### config.mk
export PLATFORM = sky130hd
export DESIGN_NAME = fifo_drain_arbiter
export DESIGN_NICKNAME = d
export VERILOG_FILES = /design/src/rtl/fifo_arb_pkg.sv /design/src/rtl/fifo_arb_skid_buf.sv /design/src/rtl/fifo_drain_arbiter.sv
export SDC_FILE = /design/constraint.sdc
export NUM_CORES = 1
export LEC_CHECK = 0
export BUFFER_PORTS_ARGS = -buffer_cell sky130_fd_sc_hd__clkbuf_2
export CAP_MARGIN = 0
export CORE_ASPECT_RATIO = 0.8
export CORE_MARGIN = 10
export CORE_UTILIZATION = 30
export DETAILED_ROUTE_END_ITERATION = 8
export GPL_ROUTABILITY_DRIVEN = 0
export HOLD_SLACK_MARGIN = 0.02
export PLACE_DENSITY = 0.46
export SETUP_SLACK_MARGIN = 0.02
export SYNTH_ARGS = -nofsm -noshare
export SYNTH_HDL_FRONTEND = slang
export SYNTH_SLANG_ARGS = --single-unit
export TNS_END_PERCENT = 100
### constraint.sdc
create_clock -name clk -period 2.8 [get_ports clk]
set_clock_uncertainty 0.05 [all_clocks]
set_input_delay 0.42 -clock clk [delete_from_list [all_inputs] [get_ports clk]]
set_output_delay 0.42 -clock clk [all_outputs]
set_load 0.05 [all_outputs]
### src/rtl/fifo_arb_pkg.sv
// Shared types and constants for the two-channel FIFO drain arbiter.
package fifo_arb_pkg;

   localparam int NUM_CH    = 2;
   localparam int BUF_DEPTH = 2;

   typedef logic [1:0] state_t;
   localparam state_t IDLE      = 2'd0;
   localparam state_t BURST     = 2'd1;
   localparam state_t WAIT_DONE = 2'd2;

   typedef logic [$clog2(NUM_CH)-1:0] grant_t;

endpackage

### src/rtl/fifo_arb_skid_buf.sv
// Two-entry output buffer holding FIFO words plus their channel/sop/eop tags.
module fifo_arb_skid_buf
   import fifo_arb_pkg::*;
#(
   parameter int WIDTH = 8
) (
   input  logic             clk,
   input  logic             rst,
   input  logic             push,
   input  logic [WIDTH-1:0] push_data,
   input  logic             push_chan,
   input  logic             push_sop,
   input  logic             push_eop,
   output logic             out_valid,
   input  logic             out_ready,
   output logic [WIDTH-1:0] out_data,
   output logic             out_chan,
   output logic             out_sop,
   output logic             out_eop,
   output logic [1:0]       count
);

   localparam int EW = WIDTH + 3;

   logic [EW-1:0] mem [BUF_DEPTH];
   logic          wr_ptr;
   logic          rd_ptr;
   logic [1:0]    cnt;
   logic          pop;
   logic [EW-1:0] head;

   assign out_valid = (cnt != 2'd0);
   assign pop       = out_valid && out_ready;
   // Idle outputs read as zero so nothing stale is visible downstream.
   assign head      = out_valid ? mem[rd_ptr] : '0;
   assign {out_data, out_chan, out_sop, out_eop} = head;
   assign count     = cnt;

   always_ff @(posedge clk) begin
      if (rst) begin
         for (int i = 0; i < BUF_DEPTH; i++) mem[i] <= '0;
         wr_ptr <= 1'b0;
         rd_ptr <= 1'b0;
         cnt    <= 2'd0;
      end else begin
         if (push) begin
            mem[wr_ptr] <= {push_data, push_chan, push_sop, push_eop};
            wr_ptr      <= ~wr_ptr;
         end
         if (pop) rd_ptr <= ~rd_ptr;
         case ({push, pop})
            2'b10:   cnt <= cnt + 2'd1;
            2'b01:   cnt <= cnt - 2'd1;
            default: cnt <= cnt;
         endcase
      end
   end

endmodule

### src/rtl/fifo_drain_arbiter.sv
// Round-robin drain of two FIFOs into one burst stream; each grant reads exactly
// BURST_LEN words and absorbs the FIFO's one-cycle read latency in a 2-entry buffer.
module fifo_drain_arbiter
   import fifo_arb_pkg::*;
#(
   parameter int DATA_WIDTH  = 8,
   parameter int LEVEL_WIDTH = 12,
   parameter int BURST_LEN   = 256,
   parameter int CNT_WIDTH   = $clog2(BURST_LEN + 1)
) (
   input  logic                   clk,
   input  logic                   rst,
   output logic [NUM_CH-1:0]      rd_en,
   input  logic [DATA_WIDTH-1:0]  rd_data0,
   input  logic [DATA_WIDTH-1:0]  rd_data1,
   input  logic [NUM_CH-1:0]      rd_empty,
   input  logic [LEVEL_WIDTH-1:0] rd_water_level0,
   input  logic [LEVEL_WIDTH-1:0] rd_water_level1,
   output logic                   out_valid,
   input  logic                   out_ready,
   output logic [DATA_WIDTH-1:0]  out_data,
   output logic                   out_chan,
   output logic                   out_sop,
   output logic                   out_eop,
   output logic                   busy,
   output logic                   burst_done
);

   localparam logic [CNT_WIDTH-1:0]   BURST_MAX  = CNT_WIDTH'(BURST_LEN);
   localparam logic [CNT_WIDTH-1:0]   BURST_LAST = CNT_WIDTH'(BURST_LEN - 1);
   localparam logic [LEVEL_WIDTH-1:0] LEVEL_THR  = LEVEL_WIDTH'(BURST_LEN);
   localparam logic [1:0]             BUF_FULL   = 2'(BUF_DEPTH);

   state_t                state;
   grant_t                grant;
   grant_t                last_grant;
   grant_t                pick;
   grant_t                inflight_chan;
   logic [CNT_WIDTH-1:0]  issued;
   logic [CNT_WIDTH-1:0]  fwd_cnt;
   logic                  inflight;
   logic                  inflight_sop;
   logic                  inflight_eop;
   logic [NUM_CH-1:0]     elig;
   logic [1:0]            buf_cnt;
   logic [1:0]            occ;
   logic                  pop;
   logic                  room;
   logic                  issue;
   logic                  last_accept;
   logic [DATA_WIDTH-1:0] cap_data;

   assign elig[0] = (rd_water_level0 >= LEVEL_THR) && !rd_empty[0];
   assign elig[1] = (rd_water_level1 >= LEVEL_THR) && !rd_empty[1];

   // A read is only issued if its word is guaranteed a buffer slot on return.
   assign pop   = out_valid && out_ready;
   assign occ   = buf_cnt + {1'b0, inflight};
   assign room  = (occ < BUF_FULL) || ((occ == BUF_FULL) && pop);
   assign issue = !rst && (state == BURST) && (issued != BURST_MAX)
                  && !rd_empty[grant] && room;

   assign last_accept = (state == WAIT_DONE) && pop && (fwd_cnt == BURST_LAST);
   assign burst_done  = last_accept && !rst;
   assign busy        = (state != IDLE);
   assign cap_data    = (inflight_chan == grant_t'(1)) ? rd_data1 : rd_data0;

   always_comb begin
      rd_en        = '0;
      rd_en[grant] = issue;
   end

   always_comb begin
      if (elig == 2'b11)  pick = ~last_grant;
      else if (elig[0])   pick = grant_t'(0);
      else                pick = grant_t'(1);
   end

   always_ff @(posedge clk) begin
      if (rst) begin
         state         <= IDLE;
         grant         <= grant_t'(0);
         last_grant    <= grant_t'(1);
         issued        <= '0;
         fwd_cnt       <= '0;
         inflight      <= 1'b0;
         inflight_chan <= grant_t'(0);
         inflight_sop  <= 1'b0;
         inflight_eop  <= 1'b0;
      end else begin
         inflight      <= issue;
         inflight_chan <= grant;
         inflight_sop  <= issue && (issued == '0);
         inflight_eop  <= issue && (issued == BURST_LAST);
         if (issue) issued <= issued + CNT_WIDTH'(1);
         if (pop && (fwd_cnt != BURST_MAX)) fwd_cnt <= fwd_cnt + CNT_WIDTH'(1);
         case (state)
            IDLE: begin
               if (|elig) begin
                  state      <= BURST;
                  grant      <= pick;
                  last_grant <= pick;
                  issued     <= '0;
                  fwd_cnt    <= '0;
               end
            end
            BURST:     if (issue && (issued == BURST_LAST)) state <= WAIT_DONE;
            WAIT_DONE: if (last_accept) state <= IDLE;
            default:   state <= IDLE;
         endcase
      end
   end

   fifo_arb_skid_buf #(.WIDTH(DATA_WIDTH)) u_skid (
      .clk       (clk),
      .rst       (rst),
      .push      (inflight),
      .push_data (cap_data),
      .push_chan (inflight_chan),
      .push_sop  (inflight_sop),
      .push_eop  (inflight_eop),
      .out_valid (out_valid),
      .out_ready (out_ready),
      .out_data  (out_data),
      .out_chan  (out_chan),
      .out_sop   (out_sop),
      .out_eop   (out_eop),
      .count     (buf_cnt)
   );

endmodule

==> impl_metrics.csv, run 1 <==
group,metric,value,unit
worst_setup_path,cp_cell_sequence,"ha_1 > and3b_1 > o22ai_2 > nor3_2 > and2_1 > clkbuf_2",
detailed_routing,wire_per_inst,13.77,um
pwr,p_leak,1.137,nW
detailed_routing,drt_first_pass_iters,4,
synthesis,syn_area_per_cell,9.963,um^2
layout,final_area,3094,um^2
detailed_routing,vias,2032,
clocking,hold_buffers,0,
clocking,clockBufferDepth,2,
clocking,cts.sinks,53,
die,coreArea,8558,um^2
layout,utilization,0.3616,
synthesis,synth_cells,267,
die,dieArea,13060,um^2
die,start_util,0.3108,
placed_design,dp_hpwl,4346,um
timing,rsz0062_at_grt,"no",
synthesis,syn_nets,320,
synthesis,ys_types,43,
timing,fin_crit,2.613,ns
timing,max_freq,0.3827,GHz
detailed_routing,viasPerCell,4.792,
detailed_routing,first_iter_violations,81,
timing,setup_tns,0,ns
timing,slew_viol_final,0,
placed_design,dp.cells,416,
clocking,ctsHtreeMaxLevel,2,
synthesis,synth_top_family_by_area,"simple AND/OR/NAND/NOR gates",
global_route,grt_usage,0.08859,
placed_design,io_buffer_count,44,
clocking,cts_made_buffers,5,
global_route,grt_pass1_vias,2062,
clocking,cts_root_buf,"clkbuf_8",
global_route,antenna_found_initial,0,
pwr,irDropWorstVdd,222.2,uV
job,drv_cap,0,
detailed_routing,drc_errors,0,
layout,stdcell_count,424,
worst_setup_path,critical_path.max_fanout,10,
timing,worst_pin_slew,0.6676,ns
pwr,p_seq_frac,0.525,
timing,final.period_utilization,0.9333,
pwr,intPower,1.138,mW
worst_setup_path,max_stage_delay,0.44,ns
die,io_pins,61,
placed_design,place_area,2997,um^2
pwr,power_density,540.8,nW/um^2
detailed_routing,ant_nets,0,
synthesis,synth_xor_area_frac,0.03622,
clocking,cts_setup_buffers,0,
worst_hold_path,hold_path.class,"primary input to flip-flop",
worst_setup_path,critPathLaunchType,"flip-flop",
clocking,cts_tree,"done",
die,die_w,125.3,um
layout,nets,364,
outcome,status,"complete, no violations",
synthesis,synth-adder-area-share,0.03763,
global_route,grt_first_pass_wirelength,9832,um
pwr,power_switching,535.5,uW
global_route,overflow,0,
synthesis,synth-compound-area-share,0.05786,
detailed_routing,wl,5840,um
worst_setup_path,critPathKind,"flip-flop to output port",
pwr,p_total,1.673,mW
worst_setup_path,slowest_stage,"o22ai_2",
timing,setup_violations,0,
worst_setup_path,cp_top_family,"simple AND/OR/NAND/NOR gates",
layout,diodes,0,
synthesis,yosysWarnings,0,
pwr,clkPwrFrac,0.270,
die,die_h,104.2,um
die,fp-row-count,30,
worst_setup_path,worst_ep_arrival_time,2.14,ns
clocking,clk_pin_slew,0.10,ns
synthesis,ys_seq_area_frac,0.4817,
pwr,combPwrFrac,0.205,
clocking,clk_latency,0.31,ns
worst_setup_path,endpoint_kind,"output port",
pwr,switching_share,0.3200,
timing,max_slew_margin,0.5543,
synthesis,synth.mux.area_fraction,0.1016,
timing,hold_viol,0,
worst_setup_path,cp_num_buf_inv,1,
synthesis,yosys.area_share.simple,0.2418,
synthesis,synth-seq-cells,53,
global_route,grt_max_degree,19,
layout,drive_gt1_frac,0.2115,
worst_setup_path,cp.required,2.33,ns
layout,area_delta_synth_final,16.32,%
synthesis,syn-cell-area,2660,um^2
[flip-flops by register name, indices dropped and copies added (netlist names), named ones only]
register,flops
fwd_cnt,9
grant,1
inflight,1
inflight_chan,1
inflight_eop,1
inflight_sop,1
issued,9
last_grant,1
state,2
u_skid.count,2
u_skid.mem,22
u_skid.rd_ptr,1
u_skid.wr_ptr,1
[stage by stage]
stage / setup slack, ns / hold WS, ns
6_report: 0.1868 / 0.3728
2_1_floorplan: 0.2830 / 0.4054
3_5_place_dp: 0.4285 / 0.4279
3_3_place_gp: 0.4507 / 0.4241
5_1_grt: 0.03653 / 0.3857
4_1_cts: 0.07676 / 0.3560
[path summary, 6_finish.rpt]
check	start	to	slack, ns	depth (start not counted)
max	inflight$_SDFF_PP0_	rd_en[1]	0.19	6
min	rst	state[0]$_SDFFE_PP0P_	0.37	3
max reg2reg	u_skid.count[0]$_SDFFE_PP0P_	u_skid.count[1]$_SDFFE_PP0P_	0.78	5
min reg2reg	last_grant$_SDFFE_PP1P_	last_grant$_SDFFE_PP1P_	0.45	1
[area by class of cell]
cell class              count  area [um^2]
clock buffers               5        68.82
fillers                   894         5464
flip-flops and latches     53         1282
clock inverters             3        26.28
inverters                  15        56.30
repair buffers             47        242.7
multi-input cells         189         1277
well taps                 112        140.1
[per-layer routing]
layer,part of all wire,vias up,track usage
met2,0.50,14,0.1523
met3,0.029,4,0.02445
met5,0,-,0
li1,-,1041,-
met4,0.0045,0,0.01970
met1,0.46,973,0.1069
[logic make-up after synthesis]
group,Yosys count
buffers and inverters,25
multiplexers,27
XOR/XNOR,11
adder cells (fa/ha/maj),8
AO/OA/AOI/OAI,21
AND/OR/NAND/NOR,122
flip-flops,53
[cells in the mapped netlist (all sizes together)]
cell     n  area (um^2)
nor2b    3        18.77
o22ai    1        12.51
nand3   13        70.07
nor2    52        195.2
a211o    1        8.760
xor2     3        26.28
and2     1        6.260
and3     4        25.02
a211oi   3        22.52
nor3     5        30.03
and4     2        17.52
a21o     2        15.01
or4      1        11.26
clkbuf   5        18.77
dfxtp   31        620.6
xnor2    8        70.07
nor4b    4        41.29
nor4     8        50.05
o311a    1        10.01
buf      5        40.04
nand4    8        50.05
mux2i   27        270.3
nand2    7        26.28
and3b    1        8.760
inv     15        56.30
nand3b   5        37.54
nand2b   3        18.77
edfxtp  22        660.6
or3      4        30.03
ha       8        100.1
o31ai    2        15.01
or2      1        6.260
a21oi    8        51.30
o22a     1        8.760
o21ai    2        10.00
[power groups by stage]
stage | Combinational [mW] | Clock, mW | Sequential, mW
2_1_floorplan | 0.273 | 0 | 0.875
3_3_place_gp | 0.346 | 0 | 0.897
3_5_place_dp | 0.349 | 0 | 0.897
4_1_cts | 0.350 | 0.479 | 0.880
5_1_grt | 0.377 | 0.519 | 0.886
6_report | 0.342 | 0.452 | 0.879
[worst reg2reg max path: stages, from the launching register on]
cell	delay, ns
dfxtp_2	0.37
o21ai_1	0.39
inv_1	0.26
ha_1	0.37
or3_1	0.38
a21oi_1	0.14
[repair_timing]
| item | CTS | global route |
|---|---|---|
| gates resized for setup | 0 | 2 |
| hold endpoints to repair | 0 | 0 |
| endpoints found under the setup margin | 0 | 1 |
[cell usage in the layout, fill, tap and decap left out, drive strengths merged, types with 7 or more instances in the layout]
cell,n
mux2i,27
nand4,8
dfxtp,31
xnor2,8
nor4,8
a21oi,8
nand3,13
edfxtp,22
nand2,7
nor2,52
clkbuf,49
inv,16
ha,8
No activity file was read; power rests on OpenSTA's default activity.
==> run 2, diff against run 1 <==
CORE_UTILIZATION = 29   (was 30)
PLACE_DENSITY = default   (was 0.46)
==> impl_metrics.csv, run 2 (synthesis results as in run 1) <==
group,metric,value,unit
global_route,grt_pass1_vias,2043,
placed_design,dp_hpwl,4278,um
layout,regMostFlops,"u_skid.mem",
global_route,grt_first_pass_wirelength,9777,um
layout,drive_gt1_frac,0.2026,
timing,setup_violations,0,
worst_setup_path,reg2regPathDepth,5,
outcome,status,"complete, no violations",
clocking,cts_root_buf,"clkbuf_16",
global_route,grt_max_degree,17,
job,drv_cap,0,
worst_setup_path,critPathLaunchType,"flip-flop",
worst_setup_path,slowest_stage,"dfxtp_1",
clocking,cts_made_buffers,5,
placed_design,place_area,2993,um^2
die,dieArea,13430,um^2
clocking,clk_pin_slew,0.07,ns
global_route,grt_usage,0.08621,
worst_hold_path,min-delay-start,"rst",
timing,max_slew_margin,0.5509,
placed_design,place_ws,0.4282,ns
detailed_routing,drt_first_pass_iters,4,
detailed_routing,vias,2065,
worst_setup_path,crit_cells,6,
pwr,p_leak,1.147,nW
worst_setup_path,max_stage_delay,0.41,ns
pwr,combPwrFrac,0.189,
detailed_routing,drc_errors,0,
layout,area_delta_synth_final,17.97,%
timing,rsz0062_at_grt,"no",
detailed_routing,wire_per_inst,13.82,um
clocking,cts_tree,"done",
die,start_util,0.2956,
pwr,irDropWorstVdd,310.1,uV
worst_setup_path,worst_ep_arrival_time,2.14,ns
layout,final_area,3138,um^2
layout,largest_reg_flops,22,
global_route,overflow,0,
detailed_routing,wl,5887,um
timing,setup_tns,0,ns
pwr,power_density,580.5,nW/um^2
global_route,antenna_found_initial,0,
layout,nets,363,
detailed_routing,first_iter_violations,130,
die,die_h,105.7,um
pwr,switching_share,0.2940,
clocking,clk_latency,0.28,ns
worst_setup_path,critPathKind,"flip-flop to output port",
worst_hold_path,whs_path_depth,2,
layout,final_common_cell,"nor2_1",
worst_setup_path,cp.required,2.33,ns
die,die_w,127.1,um
clocking,ctsHtreeMaxLevel,2,
worst_setup_path,cp_num_buf_inv,1,
pwr,clkPwrFrac,0.328,
worst_setup_path,cp_cell_sequence,"ha_1 > and3b_1 > o22ai_2 > nor3_2 > and2_1 > clkbuf_2",
die,coreArea,8999,um^2
die,fp-row-count,31,
worst_setup_path,r2r-start,"u_skid.count[0]$_SDFFE_PP0P_",
pwr,intPower,1.286,mW
timing,fin_crit,2.607,ns
pwr,power_switching,535.5,uW
die,io_pins,61,
timing,setup_slack,0.1934,ns
clocking,cts.sinks,53,
worst_hold_path,hold_path.class,"primary input to flip-flop",
detailed_routing,viasPerCell,4.847,
timing,max_freq,0.3836,GHz
timing,final.period_utilization,0.9309,
worst_setup_path,cp_top_family,"simple AND/OR/NAND/NOR gates",
timing,slew_viol_final,0,
layout,reg.largest.list,"u_skid.mem x22, fwd_cnt x9, issued x9",
pwr,p_seq_frac,0.484,
clocking,clockBufferDepth,2,
worst_setup_path,crit_start,"inflight$_SDFF_PP0_",
worst_setup_path,critical_path.max_fanout,10,
timing,hold_viol,0,
worst_setup_path,endpoint_kind,"output port",
detailed_routing,ant_nets,0,
timing,worst_pin_slew,0.6728,ns
placed_design,io_buffer_count,44,
layout,diodes,0,
layout,final_cell_mix,"52 x nor2_1, 44 x clkbuf_2, 30 x dfxtp_1",
run 2: layout make-up:
class	instances	area, um^2
fillers	963	5861
flip-flops and latches	53	1282
multi-input cells	189	1276
repair buffers	46	235.2
well taps	115	143.9
clock buffers	6	128.9
inverters	15	56.30
clock inverters	2	15.01
run 2: final timing paths:
kind / slack [ns] / to
min: 0.38 / grant$_SDFFE_PP0P_
max reg2reg: 0.73 / u_skid.count[1]$_SDFFE_PP0P_
max: 0.19 / rd_en[1]
min reg2reg: 0.45 / last_grant$_SDFFE_PP1P_
run 2: metrics by stage:
step,cells,power (mW),util,hold WS (ns)
2_1_floorplan,267,1.147,-,0.4054
3_3_place_gp,418,1.234,0.3326,0.4243
3_5_place_dp,418,1.244,0.3326,0.4336
4_1_cts,426,1.843,0.3486,0.3756
5_1_grt,426,1.904,0.3487,0.4016
6_report,426,1.822,0.3487,0.3817
run 2: worst reg2reg max path: cells and delay by family (launching register included):
family / cells / cell delay [ns]
AO/OA/AOI/OAI: 2 / 0.58
adder cells (fa/ha/maj): 1 / 0.37
buffers and inverters: 1 / 0.26
flip-flops: 1 / 0.36
AND/OR/NAND/NOR: 1 / 0.39
run 2: repair_timing:
item	4_1_cts	5_1_grt
buffers inserted	0	0
hold buffers	0	0
setup endpoints to repair	0	1
resized for setup	0	1
run 2: power by group through the flow:
stage          Sequential, mW  Clock (mW)  Combinational (mW)
5_1_grt                 0.886       0.641               0.377
3_5_place_dp            0.898           0               0.346
4_1_cts                 0.881       0.614               0.348
3_3_place_gp            0.895           0               0.338
2_1_floorplan           0.875           0               0.273
6_report                0.881       0.597               0.344
run 2: metal layers:
| layer | vias up | track usage | wire length, um |
|---|---|---|---|
| met5 | - | 0 | 0 |
| met4 | 0 | 0.01948 | 43 |
| met3 | 4 | 0.03105 | 457 |
| met2 | 66 | 0.1322 | 2494 |
| met1 | 961 | 0.1130 | 2892 |
| li1 | 1034 | - | - |
